File: src/rtl/shift_reg_pkg.sv
// Shared definitions for the universal shift register: operation encodings,
// sequencer states and the shift-mode classifier.
package shift_reg_pkg;

    localparam logic [2:0] MODE_HOLD = 3'b000;
    localparam logic [2:0] MODE_SHR  = 3'b001;
    localparam logic [2:0] MODE_SHL  = 3'b010;
    localparam logic [2:0] MODE_LOAD = 3'b011;
    localparam logic [2:0] MODE_ROR  = 3'b100;
    localparam logic [2:0] MODE_ROL  = 3'b101;
    localparam logic [2:0] MODE_ASHR = 3'b110;
    localparam logic [2:0] MODE_RSVD = 3'b111;

    typedef enum logic [1:0] {
        ST_IDLE = 2'd0,
        ST_RUN  = 2'd1,
        ST_FIN  = 2'd2
    } state_t;

    // Only these modes can be sequenced by START; anything else executes once.
    function automatic logic is_shift_mode(input logic [2:0] mode);
        logic r;
        case (mode)
            MODE_SHR, MODE_SHL, MODE_ROR, MODE_ROL, MODE_ASHR: r = 1'b1;
            default:                                          r = 1'b0;
        endcase
        return r;
    endfunction

endpackage

File: src/rtl/shift_reg_step.sv
// Combinational next value of the register for a single step of one mode.
// Serial inputs are taken live so multi-step shifts see them every step.
module shift_reg_step
    import shift_reg_pkg::*;
#(
    parameter int WIDTH = 8
) (
    input  logic [2:0]       i_mode,
    input  logic [WIDTH-1:0] i_q,
    input  logic [WIDTH-1:0] i_d,
    input  logic             i_sil,
    input  logic             i_sir,
    output logic [WIDTH-1:0] o_q
);

    always_comb begin
        // NOTE: every path assigns o_q (default = hold) so no latch is inferred.
        o_q = i_q;
        case (i_mode)
            MODE_SHR:  o_q = {i_sir, i_q[WIDTH-1:1]};
            MODE_SHL:  o_q = {i_q[WIDTH-2:0], i_sil};
            MODE_LOAD: o_q = i_d;
            MODE_ROR:  o_q = {i_q[0], i_q[WIDTH-1:1]};
            MODE_ROL:  o_q = {i_q[WIDTH-2:0], i_q[WIDTH-1]};
            MODE_ASHR: o_q = {i_q[WIDTH-1], i_q[WIDTH-1:1]};
            default:   o_q = i_q;
        endcase
    end

endmodule

File: src/rtl/shift_reg_universal.sv
// Universal shift register with a START/BUSY/DONE sequencer that applies
// AMT single-bit steps of a latched shift mode, one per enabled cycle.
module shift_reg_universal
    import shift_reg_pkg::*;
#(
    parameter int WIDTH = 8,
    parameter int AMT_W = 4
) (
    input  logic             CLK,
    input  logic             RSTn,
    input  logic             EN,
    input  logic [2:0]       MODE,
    input  logic [WIDTH-1:0] D,
    input  logic             SIL,
    input  logic             SIR,
    input  logic             START,
    input  logic [AMT_W-1:0] AMT,
    output logic [WIDTH-1:0] Q,
    output logic             SOL,
    output logic             SOR,
    output logic             BUSY,
    output logic             DONE
);

    state_t           r_state;
    logic [WIDTH-1:0] r_q;
    logic [AMT_W-1:0] r_cnt;
    logic [2:0]       r_mode;

    state_t           w_state_nxt;
    logic [WIDTH-1:0] w_q_nxt;
    logic [AMT_W-1:0] w_cnt_nxt;
    logic [2:0]       w_mode_nxt;
    logic [2:0]       w_step_mode;
    logic [WIDTH-1:0] w_step_q;

    // While running, the latched mode drives the step; otherwise the live MODE does.
    assign w_step_mode = (r_state == ST_RUN) ? r_mode : MODE;

    shift_reg_step #(.WIDTH(WIDTH)) u_step (
        .i_mode (w_step_mode),
        .i_q    (r_q),
        .i_d    (D),
        .i_sil  (SIL),
        .i_sir  (SIR),
        .o_q    (w_step_q)
    );

    // NOTE: reset is sampled on the clock edge and wins over EN and any run in progress.
    always_ff @(posedge CLK) begin
        if (!RSTn) begin
            r_state <= ST_IDLE;
            r_q     <= '0;
            r_cnt   <= '0;
            r_mode  <= MODE_HOLD;
        end else if (EN) begin
            r_state <= w_state_nxt;
            r_q     <= w_q_nxt;
            r_cnt   <= w_cnt_nxt;
            r_mode  <= w_mode_nxt;
        end
    end

    always_comb begin
        w_state_nxt = r_state;
        w_q_nxt     = r_q;
        w_cnt_nxt   = r_cnt;
        w_mode_nxt  = r_mode;
        case (r_state)
            ST_IDLE, ST_FIN: begin
                if (START && is_shift_mode(MODE)) begin
                    w_mode_nxt  = MODE;
                    w_cnt_nxt   = AMT;
                    w_state_nxt = (AMT == '0) ? ST_FIN : ST_RUN;
                end else begin
                    w_q_nxt     = w_step_q;
                    w_state_nxt = ST_IDLE;
                end
            end
            ST_RUN: begin
                w_q_nxt     = w_step_q;
                w_cnt_nxt   = r_cnt - AMT_W'(1);
                w_state_nxt = (r_cnt <= AMT_W'(1)) ? ST_FIN : ST_RUN;
            end
            default: w_state_nxt = ST_IDLE;
        endcase
    end

    always_comb begin
        BUSY = (r_state == ST_RUN);
        DONE = (r_state == ST_FIN);
    end

    assign Q   = r_q;
    assign SOL = r_q[WIDTH-1];
    assign SOR = r_q[0];

endmodule

File: config.mk
export PLATFORM = sky130hd
export DESIGN_NAME = shift_reg_universal
export DESIGN_NICKNAME = d
export VERILOG_FILES = /design/src/rtl/shift_reg_pkg.sv /design/src/rtl/shift_reg_step.sv /design/src/rtl/shift_reg_universal.sv
export SDC_FILE = /design/constraint.sdc
export NUM_CORES = 1
export LEC_CHECK = 0
export ABC_CLOCK_PERIOD_IN_PS = 2700
export BUFFER_PORTS_ARGS = -buffer_cell sky130_fd_sc_hd__buf_4
export CORE_ASPECT_RATIO = 0.9
export CORE_MARGIN = 2
export CORE_UTILIZATION = 52
export DETAILED_ROUTE_END_ITERATION = 8
export GPL_ROUTABILITY_DRIVEN = 1
export GPL_TIMING_DRIVEN = 0
export PLACE_DENSITY = 0.83
export REMOVE_ABC_BUFFERS = 1
export SLEW_MARGIN = 20
export SYNTH_ARGS = -nofsm -noshare
export SYNTH_HDL_FRONTEND = slang
export SYNTH_SLANG_ARGS = --single-unit
export TNS_END_PERCENT = 30
File: constraint.sdc
create_clock -name CLK -period 2.7 [get_ports CLK]
set_input_delay 0.27 -clock CLK [delete_from_list [all_inputs] [get_ports CLK]]
set_output_delay 0.27 -clock CLK [all_outputs]
set_load 0.01 [all_outputs]
==> metrics.md, run 1 <==
| Metric | Value |
|---|---|
| Clk_skew | `around 0.010 ns` |
| Design area | `0.00149 mm²` |
| Leakage | `between 0.6 and 0.7 nW` |
| Met2 GRT Util | `40.9%` |
| Tot Pwr | `between 0.0006 and 0.0007 W` |
| Die area | `0.00276 mm²` |
| Mean Syn Cell Area | `8.51 µm²` |
| CP Max Fanout | `13` |
| Worst Max-Slew Pin Slew | `around 0.85 ns` |
| Fin crit period | `around 2.4 ns` |
| Sw power | `0.000214 W` |
| Ys flop type | `dfxtp_1` |
| Hold Path End | `r_state[0]` |
| Clock-pin slew on the worst setup and hold paths | `around 0.11 ns` |
| Cell internal pwr | `around 0.00042 W` |
| Post-CTS Setup Bufs | `0` |
| CP peak stage delay | `approximately 0.55 ns` |
| Detailed Routing Iterations Pass 1 | `4` |
| Final standard cell utilization of the core | `a little under 70%` |
| Share of cells above drive strength 1 | `26.4%` |
| H-tree depth | `1` |
| Synthesis-to-finish area growth | `21.3%` |
| Crit-path most repeated cell | `mux2i_4` |
| Synthesized area | `~0.0012 mm²` |
| Routability cong. | `0.832` |
| Hold Buf Count CTS | `0` |
| CTS tree | `yes` |
| PostCTS Resize Cnt | `0` |
| Final wirelength | `3160 µm` |
| Die W | `55.2 µm` |
| HP Start | `EN` |
| Final Hold Viols | `0` |
| Status | `completed` |
| Top-level port count | `33` |
| Sw frac | `34.0%` |
| Met3 usage | `2.73%` |
| Final number of setup-violating endpoints | `0` |
| Syn Inst Count | `approximately 140` |
| Worst setup path category | `reg -> reg` |
| Initial antenna violation count | `0` |
| Max Freq | `418 MHz` |
| Crit. End Element | `flip-flop` |
| Total placed instance area | `~0.0015 mm²` |
| Antenna Nets Post-Route | `0` |
| R2R setup slack | `around 0.3 ns` |
| Gate power share | `31.0%` |
| Clk_lat worst skew | `approximately 0.31 ns` |
| Die Ht | `50.0 µm` |
| CTS sink count | `17` |
| Total grt overflow | `0` |
| Crit-path slowest cell | `mux2i_4` |
| N_diodes | `0` |
| Worst min-delay path class | `in -> reg` |
| Warning count from the yosys run | `0` |
| Final Max Tran Viols | `0` |
| Root buffer cell | `clkbuf_4` |
| Core ar. | `0.00220 mm²` |
| Hold depth | `2` |
| Avg Vias per Cell | `around 6.5` |
| Met1 GRT Util | `a little under a third` |
| Netlist cell types | `49` |
| Sequential-to-total area share from yosys stat | `27.8%` |
| Yosys reg bits | `17` |
| Data arrival, critical path | `2.59 ns` |
| Row cnt | `16` |
| Max-cap violations | `0` |
| Pwr Density | `423 mW/mm²` |
| Vias | `~1300` |
| Total Routing Usage GR | `24.7%` |
| Clk buf depth | `2` |
| Busiest grt layer | `met2` |
| Number of buffers created by CTS | `3` |
| Asr flop ratio synth | `0%` |
| Final period util | `88.6%` |
| HPWL Detailed | `between 2000 and 2500 µm` |
| Worst R2R End | `Q[0]` |
| First-pass GRT wire length | `5090 µm` |
| Wire per inst | `15.7 µm` |
| Number of global-route vias before repair | `1231` |
| I/O Buffers | `32` |
| Startpoint types | `flip-flop` |
| Rel. slew slack | `42.8%` |
| Cell count of the worst reg-to-reg path | `5` |
| Largest net degree at the start of global routing | `16` |
| Maximum vdd drop | `0.282 mV` |
| Seq pwr share | `45.7%` |
| Hold slack | `0.195 ns` |
| Crit path cell chain | `nand2b_2 -> mux2i_4 -> mux2i_4 -> nand2_4 -> o311a_1` |
| RSZ-0062 raised after global routing | `no` |
| Starting DRT DRC Count | `36` |
| Clock power frac | `23.3%` |
| Initial Utilization | `between 50 and 60%` |
| DR DRC count | `0` |
| RR Startpoint | `r_state[1]` |
| Worst Path Required | `2.90 ns` |
| Setup tns final | `0 ns` |
| Layout Nets | `198` |
| EDFF count, synth | `0` |
-- cells in the final DEF, fill, tap and decap left out, drive strengths merged, types with 3 or more instances in the layout --
cell	instances
a21oi	7
a21o	3
nor3	3
mux2i	3
o31ai	8
nor2	12
o2111a	6
dfxtp	17
a22oi	3
a32o	6
buf	32
nand2	9
inv	7
nor2b	3
clkbuf	4
nand3	10
o21ai	12
-- cell families (layout without fill, tap and decap cells) --
family | count (synthesis) | in the layout | synth area share, %
AOI/OAI and AO/OA | 57 | 57 | 36.0
and+or+nand+nor | 51 | 51 | 23.5
DFF | 17 | 17 | 27.8
buffers and inverters | 13 | 43 | 5.31
muxes | 4 | 4 | 5.41
adders and majority gates | 2 | 2 | 2.04
-- power by group through the flow --
stage	combinational [W]	clock, W	sequential [W]
after floorplan	0.000115	0	0.000293
after global placement	0.000189	0	0.000291
after detailed placement	0.000193	0	0.000293
after CTS	0.000194	0.000149	0.000287
after global routing	0.000214	0.000158	0.000290
final	0.000195	0.000147	0.000287
-- per-stage QoR --
stage	cells	setup slack, ns
6_report	201	0.308
2_1_floorplan	138	0.661
3_3_place_gp	197	0.401
4_1_cts	201	0.328
5_1_grt	201	0.181
3_5_place_dp	197	0.370
-- worst max path at each step --
stage / start / cells after the start / to / slack (ns)
6_report: r_state[1] / 5 / Q[0] / 0.31
5_1_grt: r_state[1] / 5 / Q[0] / 0.18
4_1_cts: r_state[1] / 5 / Q[0] / 0.33
3_5_place_dp: r_state[1] / 5 / Q[0] / 0.37
3_3_place_gp: r_state[1] / 5 / Q[0] / 0.40
2_1_floorplan: r_state[1] / 5 / Q[0] / 0.66
-- registers in the layout (all words and copies together) (netlist names) --
signal,cells
r_mode,3
r_cnt,4
Q,8
r_state,2
-- synthesized netlist by cell type, drive strengths merged (2+ instances only) --
master	count	area, µm²
a21oi	7	35.0
nor2b	3	18.8
o2111a	6	67.6
buf	4	31.3
nor2	12	52.6
inv	7	26.3
nand2	9	41.3
nand2b	2	15.0
ha	2	25.0
nand3	10	50.1
a21o	3	22.5
o31ai	8	65.1
and3	2	12.5
and4bb	2	25.0
a31oi	2	12.5
a21boi	2	18.8
o21ai	12	60.1
clkbuf	2	7.51
a32o	6	60.1
nor3	3	15.0
mux2i	3	55.1
a22oi	3	22.5
dfxtp	17	340
nand4	2	12.5
-- critical path: cells and delay by family, from the launching register on --
family,cells,cell delay [ns]
muxes,2,1.01
DFF,1,0.45
and+or+nand+nor,2,0.46
AOI/OAI and AO/OA,1,0.36
-- layer usage --
metal | routed length, µm | share of wire [%]
met5 | 0 | 0
met3 | 207 | 6.6
met1 | 1350 | 43
met4 | 34 | 1.1
met2 | 1570 | 50
-- layout make-up --
cell class                      count  area [µm²]
Sequential cell                    17         340
Inverter                            7        26.3
Timing Repair Buffer               32         240
Tap cell                           27        33.8
Multi-Input combinational cell    114         820
Clock buffer                        4        26.3
Fill cell                         182         716
Power figures use the tool's default switching activity.
==> run 2, diff against run 1 <==
--- a/config.mk
+++ b/config.mk
@@ -9,14 +9,15 @@
 export BUFFER_PORTS_ARGS = -buffer_cell sky130_fd_sc_hd__buf_4
 export CORE_ASPECT_RATIO = 0.9
 export CORE_MARGIN = 2
-export CORE_UTILIZATION = 52
+export CORE_UTILIZATION = 54
 export DETAILED_ROUTE_END_ITERATION = 8
 export GPL_ROUTABILITY_DRIVEN = 1
 export GPL_TIMING_DRIVEN = 0
-export PLACE_DENSITY = 0.83
+export PLACE_DENSITY = 0.84
 export REMOVE_ABC_BUFFERS = 1
 export SLEW_MARGIN = 20
 export SYNTH_ARGS = -nofsm -noshare
 export SYNTH_HDL_FRONTEND = slang
+export SYNTH_HIERARCHICAL = 1
 export SYNTH_SLANG_ARGS = --single-unit
 export TNS_END_PERCENT = 30
==> metrics.md, run 2 <==
| Metric | Value |
|---|---|
| Status | `completed` |
| Data arrival, critical path | `2.65 ns (+0.06 ns)` |
| Mean Syn Cell Area | `8.03 µm² (-5.7%)` |
| Die W | `58.7 µm (+6.4%)` |
| Maximum vdd drop | `0.257 mV (-8.7%)` |
| Number of flip-flops in the largest register | `8 (unchanged)` |
| Core ar. | `0.00251 mm² (+14%)` |
| Hold Buf Count CTS | `0 (unchanged)` |
| Initial Utilization | `57.9% (+2.3 points)` |
| CP Max Fanout | `39 (+26)` |
| DR DRC count | `0 (unchanged)` |
| Pwr Density | `437 mW/mm² (+3.2%)` |
| Rel. slew slack | `65.1% (+22 points)` |
| EDFF count, synth | `0 (unchanged)` |
| Max-cap violations | `0 (unchanged)` |
| Sequential-to-total area share from yosys stat | `23.4% (-4.4 points)` |
| N_diodes | `0 (unchanged)` |
| Root buffer cell | `clkbuf_4` |
| Asr flop ratio synth | `0% (unchanged)` |
| Vias | `1422 (+9.6%)` |
| Hold slack | `0.188 ns (-0.00707 ns)` |
| Leakage | `0.741 nW (+20%)` |
| Crit. End Element | `flip-flop` |
| Layout fillers | `241 (+32%)` |
| RSZ-0062 raised after global routing | `no` |
| I/O Buffers | `32 (unchanged)` |
| Antenna Nets Post-Route | `0 (unchanged)` |
| Post-CTS Setup Bufs | `0 (unchanged)` |
| Netlist cell types | `48 (-2.0%)` |
| Clk_lat worst skew | `0.30 ns (about the same)` |
| Synthesized area | `0.00145 mm² (+19%)` |
| Worst Max-Slew Pin Slew | `0.523 ns (-0.331 ns)` |
| Worst min-delay path class | `in -> reg` |
| Final period util | `91.1% (+2.5 points)` |
| CTS tree | `yes` |
| Synth area leaders | `dfxtp_1, mux2i_1, nor2_1, a21oi_1, nand2_1` |
| Max Freq | `407 MHz (-2.7%)` |
| Die Ht | `53.2 µm (+6.3%)` |
| Post-synth top cells | `nor2_1, mux2i_1, dfxtp_1, nand2_1, a21oi_1` |
| Clk_skew | `0.00869 ns (-0.00154 ns)` |
| Wire per inst | `14.9 µm (-5.3%)` |
| CTS sink count | `17 (unchanged)` |
| Detailed Routing Iterations Pass 1 | `4 (unchanged)` |
| Number of buffers created by CTS | `3 (unchanged)` |
| Synth area leader | `dfxtp_1` |
| Final Max Tran Viols | `0 (unchanged)` |
| Worst setup path category | `reg -> reg` |
| Initial antenna violation count | `0 (unchanged)` |
| Hold depth | `2 (unchanged)` |
| Startpoint types | `flip-flop` |
| Worst Path Required | `2.89 ns (about the same)` |
| HPWL Detailed | `2440 µm (+6.0%)` |
| Final standard cell utilization of the core | `66.7% (-0.75 points)` |
| Die area | `0.00312 mm² (+13%)` |
| Commonest non-fill, non-tap cell in the layout | `buf_4` |
| Layout Nets | `228 (+15%)` |
| Largest net degree at the start of global routing | `40 (+24)` |
| Routability cong. | `0.805 (-3.3%)` |
| Final wirelength | `3450 µm (+9.3%)` |
| Yosys reg bits | `17 (unchanged)` |
| Clock-pin slew on the worst setup and hold paths | `0.11 ns (about the same)` |
| Share of the synthesized area in the top cell type | `23.4% (-4.4 points)` |
| Synthesis-to-finish area growth | `15.3%` |
| Most frequent cells in the layout | `buf_4, nor2_1, mux2i_1, dfxtp_1, a21oi_1` |
| Fin crit period | `2.46 ns (+0.0672 ns)` |
| Share of cells above drive strength 1 | `24.5% (-1.9 points)` |
| H-tree depth | `1 (unchanged)` |
| Cell count of the worst reg-to-reg path | `9 (+4)` |
| Row cnt | `17 (+1)` |
| Total Routing Usage GR | `23.6% (-1.1 points)` |
| Syn Inst Count | `181 (+26%)` |
| Final number of setup-violating endpoints | `0 (unchanged)` |
| Design area | `0.00168 mm² (+13%)` |
| First-pass GRT wire length | `5650 µm (+11%)` |
| Total placed instance area | `0.00164 mm² (+12%)` |
| Final Hold Viols | `0 (unchanged)` |
| Most common cell in the netlist | `nor2_1` |
| Warning count from the yosys run | `6 (+6)` |
| Number of global-route vias before repair | `1210 (-1.7%)` |
| Avg Vias per Cell | `6.13 (-5.0%)` |
| Top-level port count | `33 (unchanged)` |
| Clk buf depth | `2 (unchanged)` |
| Starting DRT DRC Count | `71 (+97%)` |
| Total grt overflow | `0 (unchanged)` |
| Ys flop type | `dfxtp_1` |
run 2: cell types whose count changed after synthesis, sizes merged, moves of 4 or more:
cell,change
mux2i,+17
nor2,+12
nand3,-10
a32o,-6
buf,+6
o2111a,-6
o31ai,-5
a21oi,+4
a31oi,+4
and3b,+4
nand2,+4
nor3,+4
o221a,+4
run 2: per-layer routing:
metal	wire length, µm	track usage [%]	share of wire (%)	vias to the layer above
li1	-	-	-	709
met4	37	8.33	1.1	0
met2	1650	34.1	48	44
met5	0	0	0	-
met1	1570	34.1	45	665
met3	195	5.13	5.6	4
run 2: logic make-up after synthesis:
logic type	after synthesis	synth area share, %
and+or+nand+nor	71	27.0
AOI/OAI and AO/OA	48	24.6
buffers and inverters	22	8.61
muxes	21	14.6
DFF	17	23.4
adders and majority gates	2	1.72
run 2: final cells by class:
type                    count  area (µm²)  share of cell area, %
multi-input cells         142        1000                   59.7
flip-flops and latches     17         340                   20.3
repair buffers             32         240                   14.3
clock buffers               4        26.3                   1.57
inverters                   9        33.8                   2.02
well taps                  28        35.0                   2.09
run 2: worst max-delay path: stages, from the launching register on:
cell      delay (ns)
dfxtp_1         0.46
nand2b_1        0.33
inv_2           0.23
nand2_1         0.12
nand2_4         0.32
mux2_2          0.38
o21ai_1         0.16
a221oi_2        0.09
mux2i_1         0.16
nor2_1          0.05
run 2: path summary, 6_finish.rpt:
| kind | from | endpoint | slack, ns |
|---|---|---|---|
| worst max-delay path | r_state[0] | Q[0] | 0.24 |
| worst min-delay path | EN | r_state[1] | 0.19 |
| worst max register to register | r_state[0] | Q[0] | 0.24 |
| worst min register to register | r_mode[2] | r_mode[2] | 0.51 |
run 2: report_power, final:
part / internal, W / switching, W / total, W
sequential: 0.000270 / 0.0000287 / 0.000299
combinational: 0.000138 / 0.000150 / 0.000288
clock: 0.0000576 / 0.0000874 / 0.000145
run 2: timing repair:
item                                    CTS  global route
cloned                                    0             0
endpoints found under the hold margin     0             0
endpoints found under the setup margin    8             8
resized for setup                         1             3
run 2: stage by stage:
| step | setup TNS, ns | worst slack (ns) | power, W | std cells |
|---|---|---|---|---|
| global placement | -0.750 | -0.164 | 0.000576 | 228 |
| detailed placement | -1.76 | -0.290 | 0.000588 | 228 |
| CTS | 0 | 0.0426 | 0.000733 | 232 |
| finish | 0 | 0.241 | 0.000732 | 232 |
| floorplan | 0 | 0.165 | 0.000495 | 168 |
| global route | 0 | 0.0434 | 0.000779 | 232 |
